[config.mk]
export PLATFORM = sky130hd
export DESIGN_NAME = kx4_capmux_gen_flat
export DESIGN_NICKNAME = d
export VERILOG_FILES = /design/src/rtl/kx4_capmux_pkg.sv /design/src/rtl/kx4_capmux_gen_if.sv /design/src/rtl/kx4_capmux_trg.sv /design/src/rtl/kx4_capmux_gen.sv /design/src/flat_wrapper.sv
export SDC_FILE = /design/constraint.sdc
export NUM_CORES = 1
export LEC_CHECK = 0
export ABC_AREA = 1
export CELL_PAD_IN_SITES_DETAIL_PLACEMENT = 2
export CELL_PAD_IN_SITES_GLOBAL_PLACEMENT = 2
export CORE_MARGIN = 2
export CORE_UTILIZATION = 25
export CTS_CLUSTER_SIZE = 25
export DETAILED_ROUTE_END_ITERATION = 7
export DONT_BUFFER_PORTS = 1
export GPL_TIMING_DRIVEN = 0
export PLACE_DENSITY = 0.73
export SLEW_MARGIN = 30
export SYNTH_ARGS = -nofsm -noshare
export SYNTH_HDL_FRONTEND = slang
export SYNTH_SLANG_ARGS = --single-unit
export TNS_END_PERCENT = 100
[constraint.sdc]
create_clock -name CLK -period 1.32 [get_ports CLK]
set_input_delay 0.132 -clock CLK [delete_from_list [all_inputs] [get_ports CLK]]
set_output_delay 0.132 -clock CLK [all_outputs]
set_load 0.005 [all_outputs]
[src/rtl/kx4_capmux_pkg.sv]
// Shared types and constants for the KX4 capture-side merge block.
// Latency: n/a (package only).
// Backpressure: n/a.
//
// Holds the select FSM state encoding, the SEL_MODE encoding and the
// helper that derives the source-index width from the source count.
package kx4_capmux_pkg;

  typedef enum logic [1:0] {
    IDLE = 2'd0,
    PEND = 2'd1,
    ACK  = 2'd2
  } sel_state_e;

  localparam logic MODE_OR  = 1'b0;
  localparam logic MODE_SEL = 1'b1;

  // Source-index width: $clog2(n), never below one bit.
  function automatic int sw_of(input int n);
    return (n <= 2) ? 1 : $clog2(n);
  endfunction

endpackage

[src/rtl/kx4_capmux_gen_if.sv]
// Bundle of the per-side capture buses, select handshake and trigger inputs.
// Latency: n/a (wiring only).
// Backpressure: none; SEL_REQ/SEL_ACK is a request/acknowledge pair.
//
// Modports:
//   master - the surroundings: drives SRC_*, SEL_*, trigger inputs, ERR_CLR.
//   slave  - the merge block: drives PRDATA/INT/WAIT, SEL_ACK/SEL_CUR,
//            TTRG2 and CONTERR.
interface kx4_capmux_gen_if import kx4_capmux_pkg::*; #(
  parameter int NSRC = 2,
  parameter int DW   = 16,
  parameter int NINT = 14,
  parameter int HW   = 4,
  parameter int SW   = sw_of(NSRC)
);

  logic [NSRC*DW-1:0]   SRC_PRDATA;
  logic [NSRC*NINT-1:0] SRC_INT;
  logic [NSRC-1:0]      SRC_WAIT;
  logic                 SEL_MODE;
  logic                 SEL_REQ;
  logic [SW-1:0]        SEL_ID;
  logic                 SEL_ACK;
  logic [SW-1:0]        SEL_CUR;
  logic [DW-1:0]        PRDATA;
  logic [NINT-1:0]      INT;
  logic                 WAIT;
  logic                 INTRTC;
  logic [NSRC-1:0]      INTRTDIS;
  logic [NSRC-1:0]      ADTRIG1;
  logic [HW-1:0]        TRG_HOLD;
  logic                 TTRG2;
  logic                 CONTERR;
  logic                 ERR_CLR;

  modport master (
    output SRC_PRDATA, SRC_INT, SRC_WAIT, SEL_MODE, SEL_REQ, SEL_ID,
           INTRTC, INTRTDIS, ADTRIG1, TRG_HOLD, ERR_CLR,
    input  SEL_ACK, SEL_CUR, PRDATA, INT, WAIT, TTRG2, CONTERR
  );

  modport slave (
    input  SRC_PRDATA, SRC_INT, SRC_WAIT, SEL_MODE, SEL_REQ, SEL_ID,
           INTRTC, INTRTDIS, ADTRIG1, TRG_HOLD, ERR_CLR,
    output SEL_ACK, SEL_CUR, PRDATA, INT, WAIT, TTRG2, CONTERR
  );

endinterface

[src/rtl/kx4_capmux_trg.sv]
// TTRG2 generator: qualifies A/D and RTC trigger requests, edge-detects, applies holdoff.
// Latency: pulse one cycle after the rising edge of the qualified request.
// Backpressure: none; edges arriving during holdoff are dropped, never deferred.
//
// Ports: clk/rst, adtrig1/intrtc/intrtdis request inputs, trg_hold holdoff
// length, ttrg2 one-cycle registered pulse.
module kx4_capmux_trg #(
  parameter int NSRC = 2,
  parameter int HW   = 4
) (
  input  logic            clk,
  input  logic            rst,
  input  logic [NSRC-1:0] adtrig1,
  input  logic            intrtc,
  input  logic [NSRC-1:0] intrtdis,
  input  logic [HW-1:0]   trg_hold,
  output logic            ttrg2
);

  logic          raw;
  logic          raw_q;
  logic          rise;
  logic [HW-1:0] hold_cnt;

  // Any side disabling RTC triggering blocks the RTC source entirely.
  assign raw  = (|adtrig1) | (intrtc & ~(|intrtdis));
  assign rise = raw & ~raw_q;

  always_ff @(posedge clk or posedge rst) begin
    if (rst) begin
      raw_q    <= 1'b0;
      hold_cnt <= '0;
      ttrg2    <= 1'b0;
    end else begin
      raw_q <= raw;
      if (rise && (hold_cnt == '0)) begin
        ttrg2    <= 1'b1;
        hold_cnt <= trg_hold;
      end else begin
        ttrg2 <= 1'b0;
        if (hold_cnt != '0) begin
          hold_cnt <= hold_cnt - HW'(1);
        end
      end
    end
  end

endmodule

[src/rtl/kx4_capmux_gen.sv]
// KX4 capture-side merge: OR-merges or selects one of NSRC side buses, flags contention, makes TTRG2.
// Latency: PRDATA/INT/WAIT combinational (1 cycle with KX4_CAPMUX_OUTREG_EN); SEL_ACK 1 cycle after WAITs clear.
// Backpressure: a select request is held in PEND while any SRC_WAIT is set; requests outside IDLE are ignored.
//
// Ports: CLK, RESET (async, active high), bus (kx4_capmux_gen_if.slave) carrying
// the per-source capture buses, select handshake, merged outputs, trigger
// inputs/output and the sticky CONTERR flag with its ERR_CLR.
// Build option: define KX4_CAPMUX_OUTREG_EN to register PRDATA, INT and WAIT.
module kx4_capmux_gen import kx4_capmux_pkg::*; #(
  parameter int NSRC = 2,
  parameter int DW   = 16,
  parameter int NINT = 14,
  parameter int HW   = 4,
  parameter int SW   = sw_of(NSRC)
) (
  input  logic             CLK,
  input  logic             RESET,
  kx4_capmux_gen_if.slave  bus
);

  // ---------------------------------------------------------------- select FSM
  sel_state_e    state_q;
  sel_state_e    state_d;
  logic [SW-1:0] pend_q;
  logic [SW-1:0] sel_cur_q;
  logic          pend_valid;
  logic          sel_apply;
  logic          sel_bad;

  assign pend_valid = (int'(pend_q) < NSRC);

  always_ff @(posedge CLK or posedge RESET) begin
    if (RESET) begin
      state_q   <= IDLE;
      pend_q    <= '0;
      sel_cur_q <= '0;
    end else begin
      state_q <= state_d;
      if ((state_q == IDLE) && bus.SEL_REQ) begin
        pend_q <= bus.SEL_ID;
      end
      if (sel_apply) begin
        sel_cur_q <= pend_q;
      end
    end
  end

  always_comb begin
    state_d   = state_q;
    sel_apply = 1'b0;
    sel_bad   = 1'b0;
    case (state_q)
      IDLE: begin
        if (bus.SEL_REQ) begin
          state_d = PEND;
        end
      end
      PEND: begin
        // Switch only once every side is quiet so no access is torn.
        if (!(|bus.SRC_WAIT)) begin
          state_d = ACK;
          if (pend_valid) begin
            sel_apply = 1'b1;
          end else begin
            sel_bad = 1'b1;
          end
        end
      end
      ACK: begin
        state_d = IDLE;
      end
      default: begin
        state_d = IDLE;
      end
    endcase
  end

  assign bus.SEL_ACK = (state_q == ACK);
  assign bus.SEL_CUR = sel_cur_q;

  // ------------------------------------------------------------- merge paths
  logic [DW-1:0]   or_prdata;
  logic [NINT-1:0] or_int;
  logic            or_wait;
  logic [DW-1:0]   sl_prdata;
  logic [NINT-1:0] sl_int;
  logic            sl_wait;
  logic            wait_seen;
  logic            wait_multi;
  logic            data_seen;
  logic            data_multi;

  always_comb begin
    or_prdata  = '0;
    or_int     = '0;
    or_wait    = 1'b0;
    sl_prdata  = '0;
    sl_int     = '0;
    sl_wait    = 1'b0;
    wait_seen  = 1'b0;
    wait_multi = 1'b0;
    data_seen  = 1'b0;
    data_multi = 1'b0;
    for (int k = 0; k < NSRC; k++) begin
      or_prdata = or_prdata | bus.SRC_PRDATA[k*DW +: DW];
      or_int    = or_int    | bus.SRC_INT[k*NINT +: NINT];
      or_wait   = or_wait   | bus.SRC_WAIT[k];
      // A second active source on either wait or data is a contention.
      if (bus.SRC_WAIT[k]) begin
        wait_multi = wait_multi | wait_seen;
        wait_seen  = 1'b1;
      end
      if (|bus.SRC_PRDATA[k*DW +: DW]) begin
        data_multi = data_multi | data_seen;
        data_seen  = 1'b1;
      end
      if (sel_cur_q == SW'(k)) begin
        sl_prdata = bus.SRC_PRDATA[k*DW +: DW];
        sl_int    = bus.SRC_INT[k*NINT +: NINT];
        sl_wait   = bus.SRC_WAIT[k];
      end
    end
  end

  logic [DW-1:0]   mrg_prdata;
  logic [NINT-1:0] mrg_int;
  logic            mrg_wait;

  assign mrg_prdata = (bus.SEL_MODE == MODE_SEL) ? sl_prdata : or_prdata;
  assign mrg_int    = (bus.SEL_MODE == MODE_SEL) ? sl_int    : or_int;
  assign mrg_wait   = (bus.SEL_MODE == MODE_SEL) ? sl_wait   : or_wait;

`ifdef KX4_CAPMUX_OUTREG_EN
  always_ff @(posedge CLK or posedge RESET) begin
    if (RESET) begin
      bus.PRDATA <= '0;
      bus.INT    <= '0;
      bus.WAIT   <= 1'b0;
    end else begin
      bus.PRDATA <= mrg_prdata;
      bus.INT    <= mrg_int;
      bus.WAIT   <= mrg_wait;
    end
  end
`else
  assign bus.PRDATA = mrg_prdata;
  assign bus.INT    = mrg_int;
  assign bus.WAIT   = mrg_wait;
`endif

  // ------------------------------------------------------------- contention
  logic cont_set;
  logic conterr_q;

  assign cont_set = ((bus.SEL_MODE == MODE_OR) && (wait_multi || data_multi)) || sel_bad;

  // A fresh error in the same cycle as a clear must not be lost.
  always_ff @(posedge CLK or posedge RESET) begin
    if (RESET) begin
      conterr_q <= 1'b0;
    end else if (cont_set) begin
      conterr_q <= 1'b1;
    end else if (bus.ERR_CLR) begin
      conterr_q <= 1'b0;
    end
  end

  assign bus.CONTERR = conterr_q;

  // ---------------------------------------------------------------- trigger
  kx4_capmux_trg #(
    .NSRC (NSRC),
    .HW   (HW)
  ) u_trg (
    .clk      (CLK),
    .rst      (RESET),
    .adtrig1  (bus.ADTRIG1),
    .intrtc   (bus.INTRTC),
    .intrtdis (bus.INTRTDIS),
    .trg_hold (bus.TRG_HOLD),
    .ttrg2    (bus.TTRG2)
  );

endmodule
[src/flat_wrapper.sv]
// flat-port wrapper written by rule: the top's interface ports become plain ports
module kx4_capmux_gen_flat import kx4_capmux_pkg::*;
#(
  parameter int NSRC = 2,
  parameter int DW   = 16,
  parameter int NINT = 14,
  parameter int HW   = 4,
  parameter int SW   = sw_of(NSRC)
)
  (CLK, RESET, bus_SRC_PRDATA, bus_SRC_INT, bus_SRC_WAIT, bus_SEL_MODE, bus_SEL_REQ, bus_SEL_ID, bus_INTRTC, bus_INTRTDIS, bus_ADTRIG1, bus_TRG_HOLD, bus_ERR_CLR, bus_SEL_ACK, bus_SEL_CUR, bus_PRDATA, bus_INT, bus_WAIT, bus_TTRG2, bus_CONTERR);
  kx4_capmux_gen_if #(.NSRC(NSRC), .DW(DW), .NINT(NINT), .HW(HW), .SW(SW)) bus_i ();
  input  logic CLK;
  input  logic RESET;
  input wire logic [$bits(bus_i.SRC_PRDATA)-1:0] bus_SRC_PRDATA;
  input wire logic [$bits(bus_i.SRC_INT)-1:0] bus_SRC_INT;
  input wire logic [$bits(bus_i.SRC_WAIT)-1:0] bus_SRC_WAIT;
  input wire logic [$bits(bus_i.SEL_MODE)-1:0] bus_SEL_MODE;
  input wire logic [$bits(bus_i.SEL_REQ)-1:0] bus_SEL_REQ;
  input wire logic [$bits(bus_i.SEL_ID)-1:0] bus_SEL_ID;
  input wire logic [$bits(bus_i.INTRTC)-1:0] bus_INTRTC;
  input wire logic [$bits(bus_i.INTRTDIS)-1:0] bus_INTRTDIS;
  input wire logic [$bits(bus_i.ADTRIG1)-1:0] bus_ADTRIG1;
  input wire logic [$bits(bus_i.TRG_HOLD)-1:0] bus_TRG_HOLD;
  input wire logic [$bits(bus_i.ERR_CLR)-1:0] bus_ERR_CLR;
  output wire logic [$bits(bus_i.SEL_ACK)-1:0] bus_SEL_ACK;
  output wire logic [$bits(bus_i.SEL_CUR)-1:0] bus_SEL_CUR;
  output wire logic [$bits(bus_i.PRDATA)-1:0] bus_PRDATA;
  output wire logic [$bits(bus_i.INT)-1:0] bus_INT;
  output wire logic [$bits(bus_i.WAIT)-1:0] bus_WAIT;
  output wire logic [$bits(bus_i.TTRG2)-1:0] bus_TTRG2;
  output wire logic [$bits(bus_i.CONTERR)-1:0] bus_CONTERR;
  assign bus_i.SRC_PRDATA = bus_SRC_PRDATA;
  assign bus_i.SRC_INT = bus_SRC_INT;
  assign bus_i.SRC_WAIT = bus_SRC_WAIT;
  assign bus_i.SEL_MODE = bus_SEL_MODE;
  assign bus_i.SEL_REQ = bus_SEL_REQ;
  assign bus_i.SEL_ID = bus_SEL_ID;
  assign bus_i.INTRTC = bus_INTRTC;
  assign bus_i.INTRTDIS = bus_INTRTDIS;
  assign bus_i.ADTRIG1 = bus_ADTRIG1;
  assign bus_i.TRG_HOLD = bus_TRG_HOLD;
  assign bus_i.ERR_CLR = bus_ERR_CLR;
  assign bus_SEL_ACK = bus_i.SEL_ACK;
  assign bus_SEL_CUR = bus_i.SEL_CUR;
  assign bus_PRDATA = bus_i.PRDATA;
  assign bus_INT = bus_i.INT;
  assign bus_WAIT = bus_i.WAIT;
  assign bus_TTRG2 = bus_i.TTRG2;
  assign bus_CONTERR = bus_i.CONTERR;
  kx4_capmux_gen #(.NSRC(NSRC), .DW(DW), .NINT(NINT), .HW(HW), .SW(SW)) u_core (.CLK(CLK), .RESET(RESET), .bus(bus_i));
endmodule
==> out/metrics.csv <==
stage,metric,value,unit
power_and_ir_drop,p_leak,0.661,nW
synthesis,ys_types,17,
power_and_ir_drop,switching_share,43.8,%
cts,cts_tree,done,
cts,cts_root_buf,clkbuf_8,
critical_path,r2r-start,u_core.u_trg.hold_cnt[0],
synthesis,synth_top_area_share,31.2,%
power_and_ir_drop,combinationalPowerShare,57.2,%
timing,hold_violations,0,
synthesis,ys_ff_latch,11,
placed_design,gp_congestion,0.705,
global_route,first_global_vias,1370,
critical_path,reg2reg_depth,8,
global_route,groute.usage.overall,16.3,%
critical_path,cp-end-kind,register,
detailed_routing,firstDrtPassIters,4,
power_and_ir_drop,p_per_area,1670,nW/um2
critical_path,endpoint,u_core.u_trg.hold_cnt[0],
final_layout,final.fill_count,527,
detailed_routing,vias_per_cell,5.08,
final_layout,post-route-util,32.1,%
synthesis,yosys.area.top_type,nand2_1,
global_route,grt_pass1_wl,6530,um
timing,tightest_slew,0.475,ns
timing,slew_headroom,68.4,%
detailed_routing,drt-initial-drc-count,19,
cts,htreeDepth,1,
detailed_routing,ant_nets,0,
global_route,overflow,0,
critical_path,cp-start-kind,register,
placed_design,port_buffers,0,
synthesis,yosysSeqAreaShare,25.4,%
cts,clk_path_buf_depth,2,
placed_design,postPlaceCellArea,1140,um2
critical_path,cp-startpoint,u_core.u_trg.hold_cnt[0],
cts,clkSlewWorstSetupHoldPaths,0.05,ns
timing,rsz0062_at_grt,yes,
detailed_routing,vias,1315,
cts,cts_made_buffers,3,
global_route,antenna_found_initial,0,
timing,fin_crit_sh,98.4,%
synthesis,synth_nets,275,
critical_path,reg2reg_setup_slack,0.02,ns
power_and_ir_drop,power_frac_seq,27.2,%
power_and_ir_drop,switchingPower,0.000959,W
power_and_ir_drop,power.internal,0.00123,W
critical_path,reg2reg_to,u_core.u_trg.hold_cnt[0],
critical_path,crit_required,1.47,ns
job,drv_cap,0,
min_path,hp-class,in -> reg,
cts,clk-insertion-delay-late,0.24,ns
synthesis,syn_area,1080,um2
die,die_h,69.8,um
synthesis,synthCells,196,
detailed_routing,drc,0,
timing,layout_min_cycle_time,1.30,ns
timing,finalClockSkew,0.00409,ns
die,rows,23,
die,core-area,4090,um2
timing,setup_violations,0,
die,fp.dieArea,4870,um2
synthesis,yosys_warnings,0,
timing,timing.hold.ws,0.0352,ns
timing,fmaxAchievable,770,MHz
timing,fin_setup_tns,0,ns
global_route,grt_max_degree,12,
detailed_routing,wl_per_cell,16.2,um
critical_path,path_class,reg -> reg,
status,status,"complete, no violations",
final_layout,finish.instance_area,1310,um2
detailed_routing,postRouteWirelength,4190,um
power_and_ir_drop,p_clk_share,15.6,%
die,start_util,26.5,%
final_layout,finalNetCount,289,
final_layout,drive_gt1_share,14.8,%
synthesis,syn-mean-instance-area,5.52,um2
timing,slew_violations,0,
synthesis,synthTopCellsByArea,"nand2_1 (31%), dfrtp_1 (25%), o21ai_0 (15%)",
placed_design,place_hpwl,3170,um
power_and_ir_drop,peakVddDrop,0.000829,V
cts,cts_sinks,11,
critical_path,worstPathMaxFanout,5,
die,pin_count,112,
critical_path,crit_arrival,1.45,ns
final_layout,syn_to_final_growth,21.4,%
die,chipWidth,69.8,um
final_layout,num_antenna_cells,0,
## state kept, by name (all words and copies together) (netlist names)
name                   cells
u_core.pend_q              1
u_core.u_trg.ttrg2         1
u_core.bus.CONTERR         1
u_core.state_q             2
u_core.u_trg.raw_q         1
u_core.bus.SEL_CUR         1
u_core.u_trg.hold_cnt      4
## Yosys cell counts
library cell  count
ha_1              2
dfrtp_1          11
o21ai_0          33
o31ai_1           1
buf_2             3
mux2_2            1
inv_2             2
nor2_1           26
nor2_4            2
nand3_1           4
xnor2_1           1
a21oi_1           1
clkbuf_1          6
nand2_1          90
nand2_2           2
o211ai_1          2
inv_1             9
## metal layers
| layer | routed length (um) | share of wire, % | GRT usage (%) | vias up |
|---|---|---|---|---|
| li1 | - | - | - | 643 |
| met2 | 2200 | 53 | 29.4 | 57 |
| met4 | 26 | 0.62 | 4.70 | 0 |
| met3 | 322 | 7.7 | 3.20 | 2 |
| met1 | 1640 | 39 | 19.5 | 613 |
| met5 | 0 | 0 | 0 | - |
## kinds of logic after synthesis
| kind of cell | synth area share, % |
|---|---|
| xor gates and xnor gates | 0.809 |
| DFF | 25.4 |
| and+or+nand+nor | 45.3 |
| AOI/OAI and AO/OA | 17.8 |
| muxes | 1.04 |
| buffers and inverters | 7.28 |
| adders and majority gates | 2.31 |
## power groups by stage
stage / sequential, W / combinational [W] / clock, W
finish: 0.000595 / 0.00125 / 0.000342
CTS: 0.000586 / 0.000994 / 0.000353
floorplan: 0.000553 / 0.000720 / 0
detailed placement: 0.000584 / 0.000927 / 0
global route: 0.000619 / 0.00144 / 0.000369
global placement: 0.000583 / 0.000883 / 0
## what timing repair did
item,4_1_cts,5_1_grt
pin swaps,1,4
hold endpoints to repair,11,0
resized for setup,11,31
setup endpoints to repair,34,34
setup buffers,1,7
hold buffers,1,0
## cell type report
cell class                 instances  area [um2]  share of cell area, %
buffer                             9        67.6                   5.14
clock buffer                       4        45.0                   3.43
inverter                          11        41.3                   3.14
multi-input combinational        165         751                   57.1
sequential                        11         277                   21.0
tap                               50        62.6                   4.76
timing repair buffer               9        70.1                   5.33
## worst max-delay path, stage by stage, from the launching register on
cell      delay [ns]
dfrtp_1         0.40
inv_2           0.11
ha_4            0.14
nand2_2         0.07
nor2_4          0.10
inv_2           0.06
nor2_4          0.14
nand2_1         0.09
o211ai_1        0.10
## worst min path at each step
stage                               start  slack, ns                  endpoint  depth (start not counted)
after global placement              RESET       0.05        u_core.u_trg.ttrg2                          1
after global routing           bus_SEL_ID       0.04             u_core.pend_q                          1
final                      bus_ADTRIG1[0]       0.04        u_core.u_trg.raw_q                          2
after CTS                 bus_TRG_HOLD[2]       0.02  u_core.u_trg.hold_cnt[2]                          2
after detailed placement            RESET       0.05  u_core.u_trg.hold_cnt[3]                          1
after floorplan                     RESET      -0.02        u_core.bus.CONTERR                          1
## layout by cell type (no fill, tap or decap), drive strengths merged
cell type,Yosys,routed
a21oi,1,1
buf,3,14
clkbuf,6,7
dfrtp,11,11
dlygate4sd3,0,1
ha,2,2
inv,11,11
mux2,1,1
nand2,92,92
nand3,4,4
nor2,28,28
o211ai,2,2
o21ai,33,33
o31ai,1,1
xnor2,1,1
## metrics by stage
step / power [W] / cells / setup slack (ns)
final: 0.00219 / 259 / 0.0215
after global routing: 0.00243 / 259 / -0.0840
after global placement: 0.00147 / 246 / -0.0475
after floorplan: 0.00127 / 196 / 0.113
after detailed placement: 0.00151 / 246 / -0.0978
after CTS: 0.00193 / 252 / -0.0175
Note: power is estimated with default switching activity, not from simulation.
